### config.mk
export PLATFORM = sky130hd
export DESIGN_NAME = mux_rr_sel_stage
export DESIGN_NICKNAME = d
export VERILOG_FILES = /design/src/rtl/mux_rr_sel_stage.sv
export SDC_FILE = /design/constraint.sdc
export NUM_CORES = 1
export LEC_CHECK = 0
export ABC_AREA = 1
export BUFFER_PORTS_ARGS = -buffer_cell sky130_fd_sc_hd__buf_2
export CORE_UTILIZATION = 40
export DETAILED_ROUTE_END_ITERATION = 10
export GPL_TIMING_DRIVEN = 0
export PLACE_DENSITY = 0.76
export SETUP_SLACK_MARGIN = 0.3
export SYNTH_ARGS = -nofsm -noshare
export SYNTH_HDL_FRONTEND = slang
export SYNTH_SLANG_ARGS = --single-unit
export TNS_END_PERCENT = 100
### constraint.sdc
create_clock -name clk -period 1.3 [get_ports clk]
set_clock_uncertainty 0.15 [all_clocks]
set_input_delay 0.065 -clock clk [delete_from_list [all_inputs] [get_ports clk]]
set_output_delay 0.065 -clock clk [all_outputs]
set_load 0.02 [all_outputs]
### src/rtl/mux_rr_sel_stage.sv
// Round-robin select stage: two valid/ready channels compete for one registered output slot.
// The winner's word and index (sel) are captured together so downstream sees a consistent pair.
module mux_rr_sel_stage #(
  parameter int WIDTH = 8
) (
  input  logic             clk,
  input  logic             rst,
  input  logic             i0_valid,
  input  logic [WIDTH-1:0] i0_data,
  output logic             i0_ready,
  input  logic             i1_valid,
  input  logic [WIDTH-1:0] i1_data,
  output logic             i1_ready,
  output logic             sel,
  output logic             out_valid,
  output logic [WIDTH-1:0] out_data,
  input  logic             out_ready
);

  typedef enum logic {
    PREF0 = 1'b0,
    PREF1 = 1'b1
  } ptr_t;

  ptr_t state;
  ptr_t state_next;
  logic load_en;
  logic grant_any;
  logic grant_idx;

  // The slot can take a new word when it is empty or being drained in the same cycle.
  assign load_en = !out_valid || out_ready;

  always_ff @(posedge clk or posedge rst) begin
    if (rst) begin
      state <= PREF0;
    end else begin
      state <= state_next;
    end
  end

  always_comb begin
    grant_any  = i0_valid || i1_valid;
    grant_idx  = 1'b0;
    state_next = state;
    if (i1_valid && (!i0_valid || state == PREF1)) begin
      grant_idx = 1'b1;
    end
    // The pointer only moves past a channel once that channel's word has actually transferred.
    if (load_en && grant_any) begin
      state_next = grant_idx ? PREF0 : PREF1;
    end
  end

  assign i0_ready = load_en && grant_any && !grant_idx && !rst;
  assign i1_ready = load_en && grant_any &&  grant_idx && !rst;

  always_ff @(posedge clk or posedge rst) begin
    if (rst) begin
      out_valid <= 1'b0;
      out_data  <= '0;
      sel       <= 1'b0;
    end else if (load_en) begin
      if (grant_any) begin
        out_valid <= 1'b1;
        out_data  <= grant_idx ? i1_data : i0_data;
        sel       <= grant_idx;
      end else begin
        out_valid <= 1'b0;
      end
    end
  end

endmodule
==> results of run 1 <==
-- cell families after synthesis --
| logic type | Yosys count | synth area share [%] |
|---|---|---|
| and+or+nand+nor | 45 | 41.91 |
| DFF | 11 | 50.11 |
| buffers and inverters | 6 | 5.465 |
| AOI/OAI and AO/OA | 2 | 2.505 |
-- Yosys cell counts --
master                    number  area share, %
sky130_fd_sc_hd__o21ai_2       1            1.6
sky130_fd_sc_hd__nor2_1        4            2.7
sky130_fd_sc_hd__nand2_1      12            8.2
sky130_fd_sc_hd__inv_1         4            2.7
sky130_fd_sc_hd__nand2_4       1            2.0
sky130_fd_sc_hd__o21ai_0       1           0.91
sky130_fd_sc_hd__nand3_1      17             15
sky130_fd_sc_hd__nand2_2       2            2.3
sky130_fd_sc_hd__nor2_4        1            2.0
sky130_fd_sc_hd__nand4_1       8            9.1
sky130_fd_sc_hd__dfrtp_1      11             50
sky130_fd_sc_hd__buf_4         2            2.7
-- through the flow --
| stage | instance area, µm² | cells | utilization, % | worst slack [ps] | setup TNS (ps) |
|---|---|---|---|---|---|
| 4_1_cts | 1095 | 139 | 92.30 | -89.43 | -177.9 |
| 2_1_floorplan | 586.8 | 64 | - | 144.7 | 0 |
| 3_3_place_gp | 764.5 | 110 | 64.45 | 6.371 | 0 |
| 3_5_place_dp | 764.5 | 110 | 64.45 | 7.708 | 0 |
-- repair_timing --
| item | CTS |
|---|---|
| hold buffers | 17 |
| setup endpoints to repair | 22 |
| pin swaps | 5 |
| buffers inserted | 8 |
| resized for setup | 23 |
| hold endpoints to repair | 20 |
==> impl_metrics.xml, run 1 <==
<?xml version="1.0" encoding="UTF-8"?>
<metrics>
  <group name="outcome">
    <metric name="run_status" unit="">did not finish</metric>
    <metric name="last-stage-reached" unit="">global routing (5_1_grt)</metric>
    <metric name="run.stop_error" unit="">[ERROR DPL-0038] Utilization greater than 100%, impossible to legalize</metric>
  </group>
  <group name="clocking">
    <metric name="clk_root_buffer_cell" unit="">sky130_fd_sc_hd__clkbuf_4</metric>
    <metric name="clock_sink_count" unit="">11</metric>
    <metric name="tritoncts.num_buffers" unit="">3</metric>
    <metric name="clockBufferDepth" unit="">2</metric>
    <metric name="h-tree-depth" unit="">1</metric>
  </group>
  <group name="grt">
    <metric name="grt_max_degree" unit="">12</metric>
  </group>
  <group name="sta">
    <metric name="gr_repair_worst_ep" unit="">i0_ready</metric>
    <metric name="worst-endpoint-pin-kind" unit="">top-level output</metric>
  </group>
  <group name="placement">
    <metric name="finalWeightedCongestion" unit="">0.6556</metric>
    <metric name="post-dp-hpwl" unit="µm">1018</metric>
    <metric name="place.port_buffers" unit="">32</metric>
  </group>
  <group name="die">
    <metric name="chipWidth" unit="µm">39.06</metric>
    <metric name="io-pin-count" unit="">33</metric>
    <metric name="chipHeight" unit="µm">39.06</metric>
    <metric name="fp-row-count" unit="">12</metric>
    <metric name="start_util" unit="%">46.31</metric>
  </group>
  <group name="synthesis">
    <metric name="postSynthNetCount" unit="">85</metric>
    <metric name="syn_area" unit="µm²">549.3</metric>
    <metric name="avgSynthCellArea" unit="µm²">8.582</metric>
    <metric name="synthCells" unit="">64</metric>
    <metric name="portion_of_the_post_synthesis_area_used_by_sequential_elements" unit="%">50.11</metric>
    <metric name="ys_ff_latch" unit="">11</metric>
    <metric name="synthesis.yosys.warnings" unit="">0</metric>
    <metric name="synth.distinct_cells" unit="">12</metric>
  </group>
</metrics>
==> run 2: changes to the inputs <==
--- a/config.mk
+++ b/config.mk
@@ -7,11 +7,11 @@
 export LEC_CHECK = 0
 export ABC_AREA = 1
 export BUFFER_PORTS_ARGS = -buffer_cell sky130_fd_sc_hd__buf_2
-export CORE_UTILIZATION = 40
+export CORE_AREA = 2 2 63 65
 export DETAILED_ROUTE_END_ITERATION = 10
+export DIE_AREA = 0 0 65 67
 export GPL_TIMING_DRIVEN = 0
-export PLACE_DENSITY = 0.76
-export SETUP_SLACK_MARGIN = 0.3
+export PLACE_DENSITY_LB_ADDON = 0.15
 export SYNTH_ARGS = -nofsm -noshare
 export SYNTH_HDL_FRONTEND = slang
 export SYNTH_SLANG_ARGS = --single-unit
==> run 2 against run 1 <==
Compared with the run above:
- the flow now finishes, with violations (setup timing)
- synthesized cell count is the same
- synthesized area unchanged
==> impl_metrics.xml, run 2 <==
<?xml version="1.0" encoding="UTF-8"?>
<metrics>
  <group name="outcome">
    <metric name="run_status" unit="">finished with violations</metric>
    <metric name="failed_checks" unit="">setup timing</metric>
  </group>
  <group name="power">
    <metric name="clock_power_share" unit="%">30.4</metric>
    <metric name="intPower" unit="W">0.0007769</metric>
    <metric name="leakage" unit="nW">0.5357</metric>
    <metric name="ir_drop" unit="V">0.0002178</metric>
    <metric name="power_per_cell_area" unit="nW/µm²">1071</metric>
    <metric name="switchingPower" unit="W">0.0003712</metric>
    <metric name="combinationalPowerShare" unit="%">33.2</metric>
    <metric name="share_seq_of_total_power" unit="%">36.4</metric>
    <metric name="power_switching_share" unit="%">32.33</metric>
  </group>
  <group name="synthesis">
    <metric name="portion_of_the_post_synthesis_area_used_by_sequential_elements" unit="%">50.11</metric>
    <metric name="synthCells" unit="">64</metric>
    <metric name="yosysMostFrequentCell" unit="">sky130_fd_sc_hd__nand3_1</metric>
    <metric name="synthesis.yosys.warnings" unit="">0</metric>
    <metric name="post_synth_edffs" unit="">0</metric>
    <metric name="netlist_top_cells_count" unit="">sky130_fd_sc_hd__nand3_1 (17), sky130_fd_sc_hd__nand2_1 (12), sky130_fd_sc_hd__dfrtp_1 (11), sky130_fd_sc_hd__nand4_1 (8)</metric>
    <metric name="avgSynthCellArea" unit="µm²">8.582</metric>
    <metric name="ys_ff_latch" unit="">11</metric>
    <metric name="synth_flop_cell" unit="">sky130_fd_sc_hd__dfrtp_1</metric>
    <metric name="syn_area" unit="µm²">549.3</metric>
    <metric name="synthDominantAreaCellType" unit="">sky130_fd_sc_hd__dfrtp_1</metric>
    <metric name="postSynthNetCount" unit="">85</metric>
    <metric name="synthTopCellsByArea" unit="">sky130_fd_sc_hd__dfrtp_1 (50%), sky130_fd_sc_hd__nand3_1 (15%), sky130_fd_sc_hd__nand4_1 (9.1%)</metric>
    <metric name="synth_top_cell_area_share" unit="%">50.11</metric>
    <metric name="asyncSetResetFlopFracSynth" unit="%">100.0</metric>
    <metric name="synth.distinct_cells" unit="">12</metric>
  </group>
  <group name="grt">
    <metric name="overflow" unit="">0</metric>
    <metric name="initial_antenna_violation_count" unit="">0</metric>
    <metric name="first_global_vias" unit="">725</metric>
    <metric name="grt_first_pass_wirelength" unit="µm">3174</metric>
    <metric name="grt_util_all_layers" unit="%">10.09</metric>
    <metric name="grt_max_degree" unit="">12</metric>
  </group>
  <group name="sta">
    <metric name="timing.final.crit_period" unit="ps">1369</metric>
    <metric name="timing.final.max_slew_violations" unit="">0</metric>
    <metric name="rsz0062_at_grt" unit="">yes</metric>
    <metric name="layout_setup_ws" unit="ps">-68.58</metric>
    <metric name="relSlewSlack" unit="%">69.18</metric>
    <metric name="finalSetupViolCount" unit="">2</metric>
    <metric name="setup-tns-final" unit="ps">-124.9</metric>
    <metric name="worstMarginPinSlew" unit="ps">461.8</metric>
    <metric name="finalHoldViolations" unit="">0</metric>
    <metric name="achievable-frequency" unit="MHz">730.7</metric>
    <metric name="timing.hold.ws" unit="ps">71.29</metric>
    <metric name="timing.final.crit_share" unit="%">105.3</metric>
  </group>
  <group name="die">
    <metric name="fp-row-count" unit="">22</metric>
    <metric name="placeableCoreArea" unit="µm²">3606</metric>
    <metric name="chipHeight" unit="µm">67</metric>
    <metric name="io-pin-count" unit="">33</metric>
    <metric name="design.die.area" unit="µm²">4355</metric>
    <metric name="start_util" unit="%">15.23</metric>
    <metric name="chipWidth" unit="µm">65</metric>
  </group>
  <group name="min_path">
    <metric name="min-delay-path-class" unit="">input pin to register</metric>
  </group>
  <group name="placement">
    <metric name="finalWeightedCongestion" unit="">0.7545</metric>
    <metric name="dp_worst_setup_slack" unit="ps">13.37</metric>
    <metric name="post-dp-hpwl" unit="µm">1322</metric>
    <metric name="place.port_buffers" unit="">32</metric>
    <metric name="post_dp_cell_area" unit="µm²">774.5</metric>
  </group>
  <group name="routing">
    <metric name="post_drt_wl_per_cell" unit="µm">12.53</metric>
    <metric name="routed_via_density" unit="">4.000</metric>
    <metric name="route.vias.total" unit="">688</metric>
    <metric name="detailedRoute.firstPassIterationCount" unit="">4</metric>
    <metric name="drt_first_iter_violations" unit="">12</metric>
    <metric name="wl" unit="µm">2156</metric>
    <metric name="residual_antenna_violating_net_count_after_detailed_routing" unit="">0</metric>
    <metric name="detailed_route_drc_error_count" unit="">0</metric>
  </group>
  <group name="finish">
    <metric name="area_growth" unit="%">95.22</metric>
    <metric name="flip_flop_count_of_the_largest_register_all_copies_and_words_added" unit="">8</metric>
    <metric name="nNetsFinal" unit="">146</metric>
    <metric name="max_flop_register" unit="">out_data</metric>
    <metric name="layout-drive-gt1-share" unit="%">42.74</metric>
    <metric name="antenna_cells_inserted" unit="">0</metric>
    <metric name="layout_commonest_cell" unit="">sky130_fd_sc_hd__buf_2</metric>
    <metric name="finish.instance_area" unit="µm²">1072</metric>
    <metric name="layout.cells.most_common_list" unit="">sky130_fd_sc_hd__buf_2 (30), sky130_fd_sc_hd__dlygate4sd3_1 (18), sky130_fd_sc_hd__nand3_1 (16)</metric>
  </group>
  <group name="clocking">
    <metric name="clock_sink_count" unit="">11</metric>
    <metric name="clockBufferDepth" unit="">2</metric>
    <metric name="worst_skew_pair_later_pin_latency" unit="ps">240</metric>
    <metric name="tritoncts.num_buffers" unit="">3</metric>
    <metric name="clk_root_buffer_cell" unit="">sky130_fd_sc_hd__clkbuf_8</metric>
    <metric name="h-tree-depth" unit="">1</metric>
    <metric name="clk_pin_slew_worst_paths" unit="ps">50</metric>
    <metric name="tritoncts" unit="">yes</metric>
  </group>
  <group name="worst_setup_path">
    <metric name="worst_setup_path_end_kind" unit="">output port</metric>
    <metric name="worst-endpoint-required" unit="ps">1090</metric>
    <metric name="critPathKind" unit="">register to output port</metric>
    <metric name="crit_fanout" unit="">3</metric>
    <metric name="reg2reg_slack" unit="ps">100</metric>
    <metric name="critical_path.startpoint_type" unit="">register</metric>
    <metric name="worst-endpoint-arrival" unit="ps">1150</metric>
  </group>
  <group name="run">
    <metric name="drv_cap" unit="">0</metric>
  </group>
</metrics>
run 2: cell counts after synthesis:
Identical to the previous run, type by type.
run 2: final timing paths:
kind                           start     endpoint  cells after the start
setup / recovery           out_valid     i1_ready                      5
hold / removal              i0_valid          sel                      4
setup reg to reg           out_valid  out_data[1]                      6
hold reg to reg                  sel          sel                      2
max in group asynchronous        rst  out_data[7]                      3
min in group asynchronous        rst    out_valid                      3
run 2: area by class of cell:
type,instances,area (µm²)
buffer,2,18.77
clock buffer,4,45.04
fill,372,2534
inverter,4,15.01
multi-input combinational,47,264.0
sequential,11,275.3
tap,48,60.06
timing repair buffer,56,394.1
run 2: routing by layer:
| metal | wire length (µm) | vias to the layer above | GRT usage, % |
|---|---|---|---|
| met5 | 0 | - | 0 |
| met4 | 28 | 0 | 6.915 |
| met3 | 128 | 2 | 2.872 |
| met2 | 1113 | 22 | 18.94 |
| met1 | 886 | 320 | 9.407 |
| li1 | - | 344 | - |
run 2: stage by stage:
stage	power (W)	std cells	util (%)
detailed placement	0.0007294	144	21.48
global route	0.001228	172	29.74
global placement	0.0007295	144	21.48
CTS	0.001160	171	29.22
finish	0.001148	172	29.74
floorplan	0.0006052	64	-
run 2: power groups by stage:
stage / combinational (W) / sequential [W] / clock, W
2_1_floorplan: 0.000119 / 0.000487 / 0
3_5_place_dp: 0.000304 / 0.000425 / 0
3_3_place_gp: 0.000305 / 0.000425 / 0
6_report: 0.000381 / 0.000418 / 0.000349
5_1_grt: 0.000418 / 0.000426 / 0.000384
4_1_cts: 0.000377 / 0.000419 / 0.000363
run 2: worst max-delay path, stage by stage (launching register included):
cell and delay (ps):
sky130_fd_sc_hd__dfrtp_1 390, sky130_fd_sc_hd__nand2_2 90, sky130_fd_sc_hd__buf_6 110, sky130_fd_sc_hd__nand3_2 80, sky130_fd_sc_hd__nor2_2 130, sky130_fd_sc_hd__buf_6 120
run 2: cell families (layout without fill, tap and decap cells):
kind of cell | Yosys count | after routing | share of synthesized area [%]
AOI/OAI and AO/OA | 2 | 2 | 2.505
and+or+nand+nor | 45 | 45 | 41.91
buffers and inverters | 6 | 66 | 5.465
DFF | 11 | 11 | 50.11
run 2: what timing repair did:
action / in CTS / in global routing
hold endpoints to repair: 20 / 0
hold buffers: 18 / 0
pin swaps: 3 / 3
endpoints found under the setup margin: 2 / 10
resized for setup: 5 / 3
buffers inserted: 5 / 1
Note: power is estimated with default switching activity, not from simulation.
==> run 3: changes to the inputs <==
--- a/config.mk
+++ b/config.mk
@@ -11,7 +11,7 @@
 export DETAILED_ROUTE_END_ITERATION = 10
 export DIE_AREA = 0 0 65 67
 export GPL_TIMING_DRIVEN = 0
-export PLACE_DENSITY_LB_ADDON = 0.15
+export SLEW_MARGIN = 10
 export SYNTH_ARGS = -nofsm -noshare
 export SYNTH_HDL_FRONTEND = slang
 export SYNTH_SLANG_ARGS = --single-unit
==> constraint.sdc (replaced) <==
create_clock -name clk -period 1.8 [get_ports clk]
set_clock_uncertainty 0.15 [all_clocks]
set_input_delay 0.09 -clock clk [delete_from_list [all_inputs] [get_ports clk]]
set_output_delay 0.09 -clock clk [all_outputs]
set_load 0.02 [all_outputs]
==> run 3 against run 2 <==
Compared with the run above:
- the flow now finishes without violations
- total power shrank 27%
- first-iteration DRC count grew 50%
- worst setup slack gained 210 ps
- clock-buffer cell count is the same
- routed wire length shrank 6.2%
- highest routed layer unchanged
==> impl_metrics.xml, run 3 (synthesis results as in run 2) <==
<?xml version="1.0" encoding="UTF-8"?>
<metrics>
  <group name="outcome">
    <metric name="run_status" unit="">finished, final reports clean</metric>
  </group>
  <group name="die">
    <metric name="chipHeight" unit="µm">67</metric>
    <metric name="start_util" unit="%">15.23</metric>
    <metric name="design.die.area" unit="µm²">4355</metric>
    <metric name="placeableCoreArea" unit="µm²">3606</metric>
    <metric name="io-pin-count" unit="">33</metric>
    <metric name="chipWidth" unit="µm">65</metric>
    <metric name="fp-row-count" unit="">22</metric>
  </group>
  <group name="clocking">
    <metric name="tritoncts.num_buffers" unit="">3</metric>
    <metric name="clk_pin_slew_worst_paths" unit="ps">50</metric>
    <metric name="clk_root_buffer_cell" unit="">sky130_fd_sc_hd__clkbuf_8</metric>
    <metric name="clock_sink_count" unit="">11</metric>
    <metric name="clockBufferDepth" unit="">2</metric>
    <metric name="worst_skew_pair_later_pin_latency" unit="ps">230</metric>
    <metric name="tritoncts" unit="">yes</metric>
    <metric name="h-tree-depth" unit="">1</metric>
  </group>
  <group name="finish">
    <metric name="layout-drive-gt1-share" unit="%">38.02</metric>
    <metric name="area_growth" unit="%">86.33</metric>
    <metric name="finish.instance_area" unit="µm²">1023</metric>
    <metric name="fillCellCount" unit="">391</metric>
    <metric name="layout_commonest_cell" unit="">sky130_fd_sc_hd__buf_2</metric>
    <metric name="max_flop_register" unit="">out_data</metric>
    <metric name="nNetsFinal" unit="">143</metric>
    <metric name="flip_flop_count_of_the_largest_register_all_copies_and_words_added" unit="">8</metric>
    <metric name="layout.cells.most_common_list" unit="">sky130_fd_sc_hd__buf_2 (32), sky130_fd_sc_hd__dlygate4sd3_1 (18), sky130_fd_sc_hd__nand3_1 (17)</metric>
    <metric name="antenna_cells_inserted" unit="">0</metric>
  </group>
  <group name="grt">
    <metric name="first_global_vias" unit="">721</metric>
    <metric name="grt_first_pass_wirelength" unit="µm">3277</metric>
    <metric name="grt_max_degree" unit="">12</metric>
    <metric name="grt_util_all_layers" unit="%">9.989</metric>
    <metric name="overflow" unit="">0</metric>
    <metric name="initial_antenna_violation_count" unit="">0</metric>
  </group>
  <group name="power">
    <metric name="ir_drop" unit="V">0.0002032</metric>
    <metric name="clock_power_share" unit="%">30.1</metric>
    <metric name="intPower" unit="W">0.0005738</metric>
    <metric name="share_seq_of_total_power" unit="%">36.2</metric>
    <metric name="combinationalPowerShare" unit="%">33.7</metric>
    <metric name="power_per_cell_area" unit="nW/µm²">822.2</metric>
    <metric name="leakage" unit="nW">0.5198</metric>
    <metric name="totalPowerFinal" unit="W">0.0008415</metric>
    <metric name="switchingPower" unit="W">0.0002677</metric>
    <metric name="power_switching_share" unit="%">31.81</metric>
  </group>
  <group name="sta">
    <metric name="relSlewSlack" unit="%">69.40</metric>
    <metric name="timing.final.crit_period" unit="ps">1658</metric>
    <metric name="worstMarginPinSlew" unit="ps">458.4</metric>
    <metric name="finalHoldViolations" unit="">0</metric>
    <metric name="timing.final.crit_share" unit="%">92.12</metric>
    <metric name="setup-tns-final" unit="ps">0</metric>
    <metric name="finalSetupViolCount" unit="">0</metric>
    <metric name="rsz0062_at_grt" unit="">no</metric>
    <metric name="achievable-frequency" unit="MHz">603.1</metric>
    <metric name="timing.final.max_slew_violations" unit="">0</metric>
  </group>
  <group name="worst_setup_path">
    <metric name="worst-endpoint-arrival" unit="ps">1630</metric>
    <metric name="critPathKind" unit="">register to register</metric>
    <metric name="critical_path.startpoint" unit="">out_valid</metric>
    <metric name="worst_setup_path_end_kind" unit="">register</metric>
    <metric name="worst-endpoint-required" unit="ps">1770</metric>
    <metric name="cpMaxStageDelayCell" unit="">sky130_fd_sc_hd__dlygate4sd3_1</metric>
    <metric name="worstPathCellList" unit="">inv_1, nor2_2, nor2_2, nand3_1, nand3_1, dlygate4sd3_1</metric>
    <metric name="crit_reg_reg_startpoint" unit="">out_valid</metric>
    <metric name="crit_fanout" unit="">4</metric>
    <metric name="critical_path.startpoint_type" unit="">register</metric>
    <metric name="timing.critical_path.max_delay_family" unit="">buffers and inverters</metric>
    <metric name="cp_slowest_stage_delay" unit="ps">550</metric>
    <metric name="critical_path.n_buffers_inverters" unit="">2</metric>
  </group>
  <group name="routing">
    <metric name="residual_antenna_violating_net_count_after_detailed_routing" unit="">0</metric>
    <metric name="routed_via_density" unit="">3.947</metric>
    <metric name="wl" unit="µm">2022</metric>
    <metric name="detailed_route_drc_error_count" unit="">0</metric>
    <metric name="drt_first_iter_violations" unit="">18</metric>
    <metric name="detailedRoute.firstPassIterationCount" unit="">4</metric>
    <metric name="post_drt_wl_per_cell" unit="µm">11.96</metric>
    <metric name="route.vias.total" unit="">667</metric>
  </group>
  <group name="min_path">
    <metric name="min-delay-start" unit="">i1_valid</metric>
    <metric name="min-delay-path-class" unit="">input pin to register</metric>
  </group>
  <group name="placement">
    <metric name="finalWeightedCongestion" unit="">0.6041</metric>
    <metric name="post_dp_cell_area" unit="µm²">769.5</metric>
    <metric name="post-dp-hpwl" unit="µm">1375</metric>
    <metric name="place.port_buffers" unit="">32</metric>
  </group>
  <group name="run">
    <metric name="drv_cap" unit="">0</metric>
  </group>
</metrics>
==> run 3: worst paths after layout <==
kind,cells after the start,slack (ps),to
max,6,140,out_data[2]
min,4,120,sel
max reg2reg,6,140,out_data[2]
min reg2reg,2,310,sel
max in group asynchronous,3,910,out_data[4]
min in group asynchronous,3,270,sel
==> run 3: cell type report <==
class | count | area [µm²] | area share, %
Clock buffer | 4 | 45.04 | 4.401
Inverter | 4 | 15.01 | 1.467
Tap cell | 48 | 60.06 | 5.868
Buffer | 2 | 15.01 | 1.467
Multi-Input combinational cell | 48 | 257.7 | 25.18
Timing Repair Buffer | 52 | 355.3 | 34.72
Sequential cell | 11 | 275.3 | 26.89
==> run 3: per-layer routing <==
metal	wire length [µm]	GRT usage [%]
met1	841	11.77
met4	9	3.191
met3	136	3.378
met5	0	0
met2	1034	17.01
==> run 3: repair_timing <==
item                                    4_1_cts  5_1_grt
endpoints found under the setup margin        0        2
hold buffers                                 18        0
gates resized for setup                       0        2
hold endpoints to repair                     20        0
buffers inserted                              0        2
==> run 3: power groups by stage <==
| stage | sequential [W] | combinational (W) | clock (W) |
|---|---|---|---|
| 3_5_place_dp | 0.000308 | 0.000217 | 0 |
| 6_report | 0.000304 | 0.000284 | 0.000253 |
| 3_3_place_gp | 0.000310 | 0.000212 | 0 |
| 5_1_grt | 0.000311 | 0.000314 | 0.000270 |
| 4_1_cts | 0.000305 | 0.000275 | 0.000261 |
| 2_1_floorplan | 0.000352 | 0.0000845 | 0 |
==> run 3: stage by stage <==
step	hold slack [ps]	std cells	util, %	worst slack, ps
2_1_floorplan	-207.6	64	-	450.7
3_3_place_gp	-11.64	144	21.34	506.0
4_1_cts	119.9	166	27.58	113.0
5_1_grt	187.2	169	28.38	27.77
6_report	123.7	169	28.38	141.8
3_5_place_dp	2.842	144	21.34	506.8
==> run 3: worst min-delay path, delay by kind of cell <==
kind	cells	cell delay (ps)
AO/OA/AOI/OAI	1	140
buffers and inverters	1	110
AND/OR/NAND/NOR	2	130
==> run 4: changes to the inputs <==
==> constraint.sdc (replaced) <==
create_clock -name clk -period 1.8 [get_ports clk]
set_clock_uncertainty 0.15 [all_clocks]
set_input_delay 0.18 -clock clk [delete_from_list [all_inputs] [get_ports clk]]
set_output_delay 0.18 -clock clk [all_outputs]
set_load 0.02 [all_outputs]
==> run 4 against run 3 <==
Compared with the run above:
- clock-buffer cell count stayed put
- cell area is 19% lower
- sequential share of layout area is 6.5 points higher
- combinational power is 25% lower
- sequential power hardly changed
- cell count is 12% lower
- largest cell class is now registers
- via count is 14% lower
- hold slack worse by 87 ps
- routed wire length is 12% lower
==> impl_metrics.xml, run 4 (synthesis results as in run 2) <==
<?xml version="1.0" encoding="UTF-8"?>
<metrics>
  <group name="grt">
    <metric name="grt_max_degree" unit="">12</metric>
    <metric name="first_global_vias" unit="">645</metric>
    <metric name="grt_util_all_layers" unit="%">9.273</metric>
    <metric name="grt_first_pass_wirelength" unit="µm">3008</metric>
    <metric name="overflow" unit="">0</metric>
    <metric name="initial_antenna_violation_count" unit="">0</metric>
  </group>
  <group name="routing">
    <metric name="route.vias.total" unit="">576</metric>
    <metric name="residual_antenna_violating_net_count_after_detailed_routing" unit="">0</metric>
    <metric name="detailedRoute.firstPassIterationCount" unit="">4</metric>
    <metric name="detailed_route_drc_error_count" unit="">0</metric>
    <metric name="routed_via_density" unit="">3.866</metric>
    <metric name="wl" unit="µm">1789</metric>
    <metric name="drt_first_iter_violations" unit="">13</metric>
    <metric name="post_drt_wl_per_cell" unit="µm">12.01</metric>
  </group>
  <group name="worst_setup_path">
    <metric name="worst-endpoint-arrival" unit="ps">1290</metric>
    <metric name="critical_path.startpoint_type" unit="">register</metric>
    <metric name="crit_fanout" unit="">10</metric>
    <metric name="critPathKind" unit="">register to output port</metric>
    <metric name="worst-endpoint-required" unit="ps">1470</metric>
    <metric name="worst_setup_path_end_kind" unit="">output port</metric>
    <metric name="r2r_cells" unit="">5</metric>
  </group>
  <group name="power">
    <metric name="clock_power_share" unit="%">32.9</metric>
    <metric name="ir_drop" unit="V">0.0001936</metric>
    <metric name="power_switching_share" unit="%">32.87</metric>
    <metric name="switchingPower" unit="W">0.0002534</metric>
    <metric name="leakage" unit="nW">0.4275</metric>
    <metric name="share_seq_of_total_power" unit="%">39.4</metric>
    <metric name="power_per_cell_area" unit="nW/µm²">934.9</metric>
    <metric name="intPower" unit="W">0.0005175</metric>
    <metric name="combinationalPowerShare" unit="%">27.7</metric>
  </group>
  <group name="finish">
    <metric name="flip_flop_count_of_the_largest_register_all_copies_and_words_added" unit="">8</metric>
    <metric name="layout-drive-gt1-share" unit="%">41.58</metric>
    <metric name="nNetsFinal" unit="">123</metric>
    <metric name="area_growth" unit="%">50.11</metric>
    <metric name="layout_commonest_cell" unit="">sky130_fd_sc_hd__buf_2</metric>
    <metric name="final_cells" unit="">149</metric>
    <metric name="finish.utilization" unit="%">22.87</metric>
    <metric name="finish.instance_area" unit="µm²">824.5</metric>
    <metric name="antenna_cells_inserted" unit="">0</metric>
    <metric name="layout.cells.most_common_list" unit="">sky130_fd_sc_hd__buf_2 (32), sky130_fd_sc_hd__nand3_1 (17), sky130_fd_sc_hd__nand2_1 (12)</metric>
    <metric name="max_flop_register" unit="">out_data</metric>
  </group>
  <group name="outcome">
    <metric name="run_status" unit="">finished, final reports clean</metric>
  </group>
  <group name="clocking">
    <metric name="clock_sink_count" unit="">11</metric>
    <metric name="postCtsSetupRepairBufs" unit="">0</metric>
    <metric name="clk_pin_slew_worst_paths" unit="ps">50</metric>
    <metric name="clockBufferDepth" unit="">2</metric>
    <metric name="tritoncts" unit="">yes</metric>
    <metric name="worst_skew_pair_later_pin_latency" unit="ps">230</metric>
    <metric name="clk_root_buffer_cell" unit="">sky130_fd_sc_hd__clkbuf_8</metric>
    <metric name="h-tree-depth" unit="">1</metric>
    <metric name="tritoncts.num_buffers" unit="">3</metric>
    <metric name="cts_resized" unit="">0</metric>
  </group>
  <group name="die">
    <metric name="chipHeight" unit="µm">67</metric>
    <metric name="chipWidth" unit="µm">65</metric>
    <metric name="placeableCoreArea" unit="µm²">3606</metric>
    <metric name="start_util" unit="%">15.23</metric>
    <metric name="io-pin-count" unit="">33</metric>
    <metric name="design.die.area" unit="µm²">4355</metric>
    <metric name="fp-row-count" unit="">22</metric>
  </group>
  <group name="placement">
    <metric name="finalWeightedCongestion" unit="">0.6041</metric>
    <metric name="dpl.cell_count" unit="">144</metric>
    <metric name="post_dp_cell_area" unit="µm²">769.5</metric>
    <metric name="post-dp-hpwl" unit="µm">1375</metric>
    <metric name="place.port_buffers" unit="">32</metric>
  </group>
  <group name="sta">
    <metric name="relSlewSlack" unit="%">68.98</metric>
    <metric name="timing.final.crit_period" unit="ps">1620</metric>
    <metric name="achievable-frequency" unit="MHz">617.2</metric>
    <metric name="rsz0062_at_grt" unit="">no</metric>
    <metric name="finalHoldViolations" unit="">0</metric>
    <metric name="timing.final.crit_share" unit="%">90.01</metric>
    <metric name="timing.final.max_slew_violations" unit="">0</metric>
    <metric name="worstMarginPinSlew" unit="ps">464.7</metric>
    <metric name="finalSetupViolCount" unit="">0</metric>
    <metric name="setup-tns-final" unit="ps">0</metric>
    <metric name="timing.hold.ws" unit="ps">36.30</metric>
  </group>
  <group name="run">
    <metric name="drv_cap" unit="">0</metric>
  </group>
  <group name="min_path">
    <metric name="min_delay_path_depth" unit="">3</metric>
    <metric name="min-delay-path-class" unit="">input pin to register</metric>
  </group>
</metrics>
[run 4: cell types whose count changed in the layout (fill, tap and decap cells not counted), sizes merged]
cell | previous run | this run
dlygate4sd3 | 18 | 1
buf | 36 | 34
nor2 | 6 | 5
[run 4: what timing repair did]
action,CTS,global route
hold buffers,1,0
endpoints found under the setup margin,0,0
hold endpoints to repair,11,0
[run 4: worst paths after layout]
kind	start	endpoint	slack [ps]
worst min-delay path	i0_data[3]	out_data[3]	40
max in group asynchronous	rst	out_data[4]	820
min in group asynchronous	rst	sel	370
worst max register to register	state	out_data[7]	670
worst min register to register	sel	sel	310
worst max-delay path	state	i0_ready	180
[run 4: layer usage]
| metal | wire length, µm | track usage (%) | up-vias | share of wire [%] |
|---|---|---|---|---|
| met4 | 10 | 3.191 | 0 | 0.56 |
| met1 | 746 | 11.26 | 259 | 42 |
| met5 | 0 | 0 | - | 0 |
| li1 | - | - | 298 | - |
| met2 | 895 | 15.08 | 17 | 50 |
| met3 | 136 | 3.378 | 2 | 7.6 |
[run 4: area by class of cell]
| type | instances | area (µm²) |
|---|---|---|
| plain buffers | 2 | 15.01 |
| clock buffers | 4 | 45.04 |
| fillers | 407 | 2781 |
| inverters | 4 | 15.01 |
| multi-input cells | 47 | 244.0 |
| flip-flops and latches | 11 | 275.3 |
| well taps | 48 | 60.06 |
| repair buffers | 33 | 170.2 |
[run 4: power groups by stage]
stage,Combinational (W),Clock [W],Sequential (W)
3_5_place_dp,0.000217,0,0.000308
4_1_cts,0.000218,0.000261,0.000305
3_3_place_gp,0.000212,0,0.000310
6_report,0.000213,0.000253,0.000304
5_1_grt,0.000240,0.000271,0.000311
2_1_floorplan,0.0000845,0,0.000352
[run 4: per-stage QoR]
| step | power (W) | setup WS (ps) |
|---|---|---|
| floorplan | 0.0004360 | 360.7 |
| global placement | 0.0005213 | 416.0 |
| detailed placement | 0.0005246 | 416.8 |
| CTS | 0.0007849 | 154.9 |
| global route | 0.0008214 | 68.83 |
| finish | 0.0007709 | 179.7 |
[run 4: worst max-delay path, stage by stage (launching register included)]
cell and delay, ps:
sky130_fd_sc_hd__dfrtp_1 360, sky130_fd_sc_hd__inv_1 70, sky130_fd_sc_hd__nand2_2 150, sky130_fd_sc_hd__nand2_4 160
sky130_fd_sc_hd__nand2_2 70, sky130_fd_sc_hd__nor2_1 80, sky130_fd_sc_hd__buf_2 160
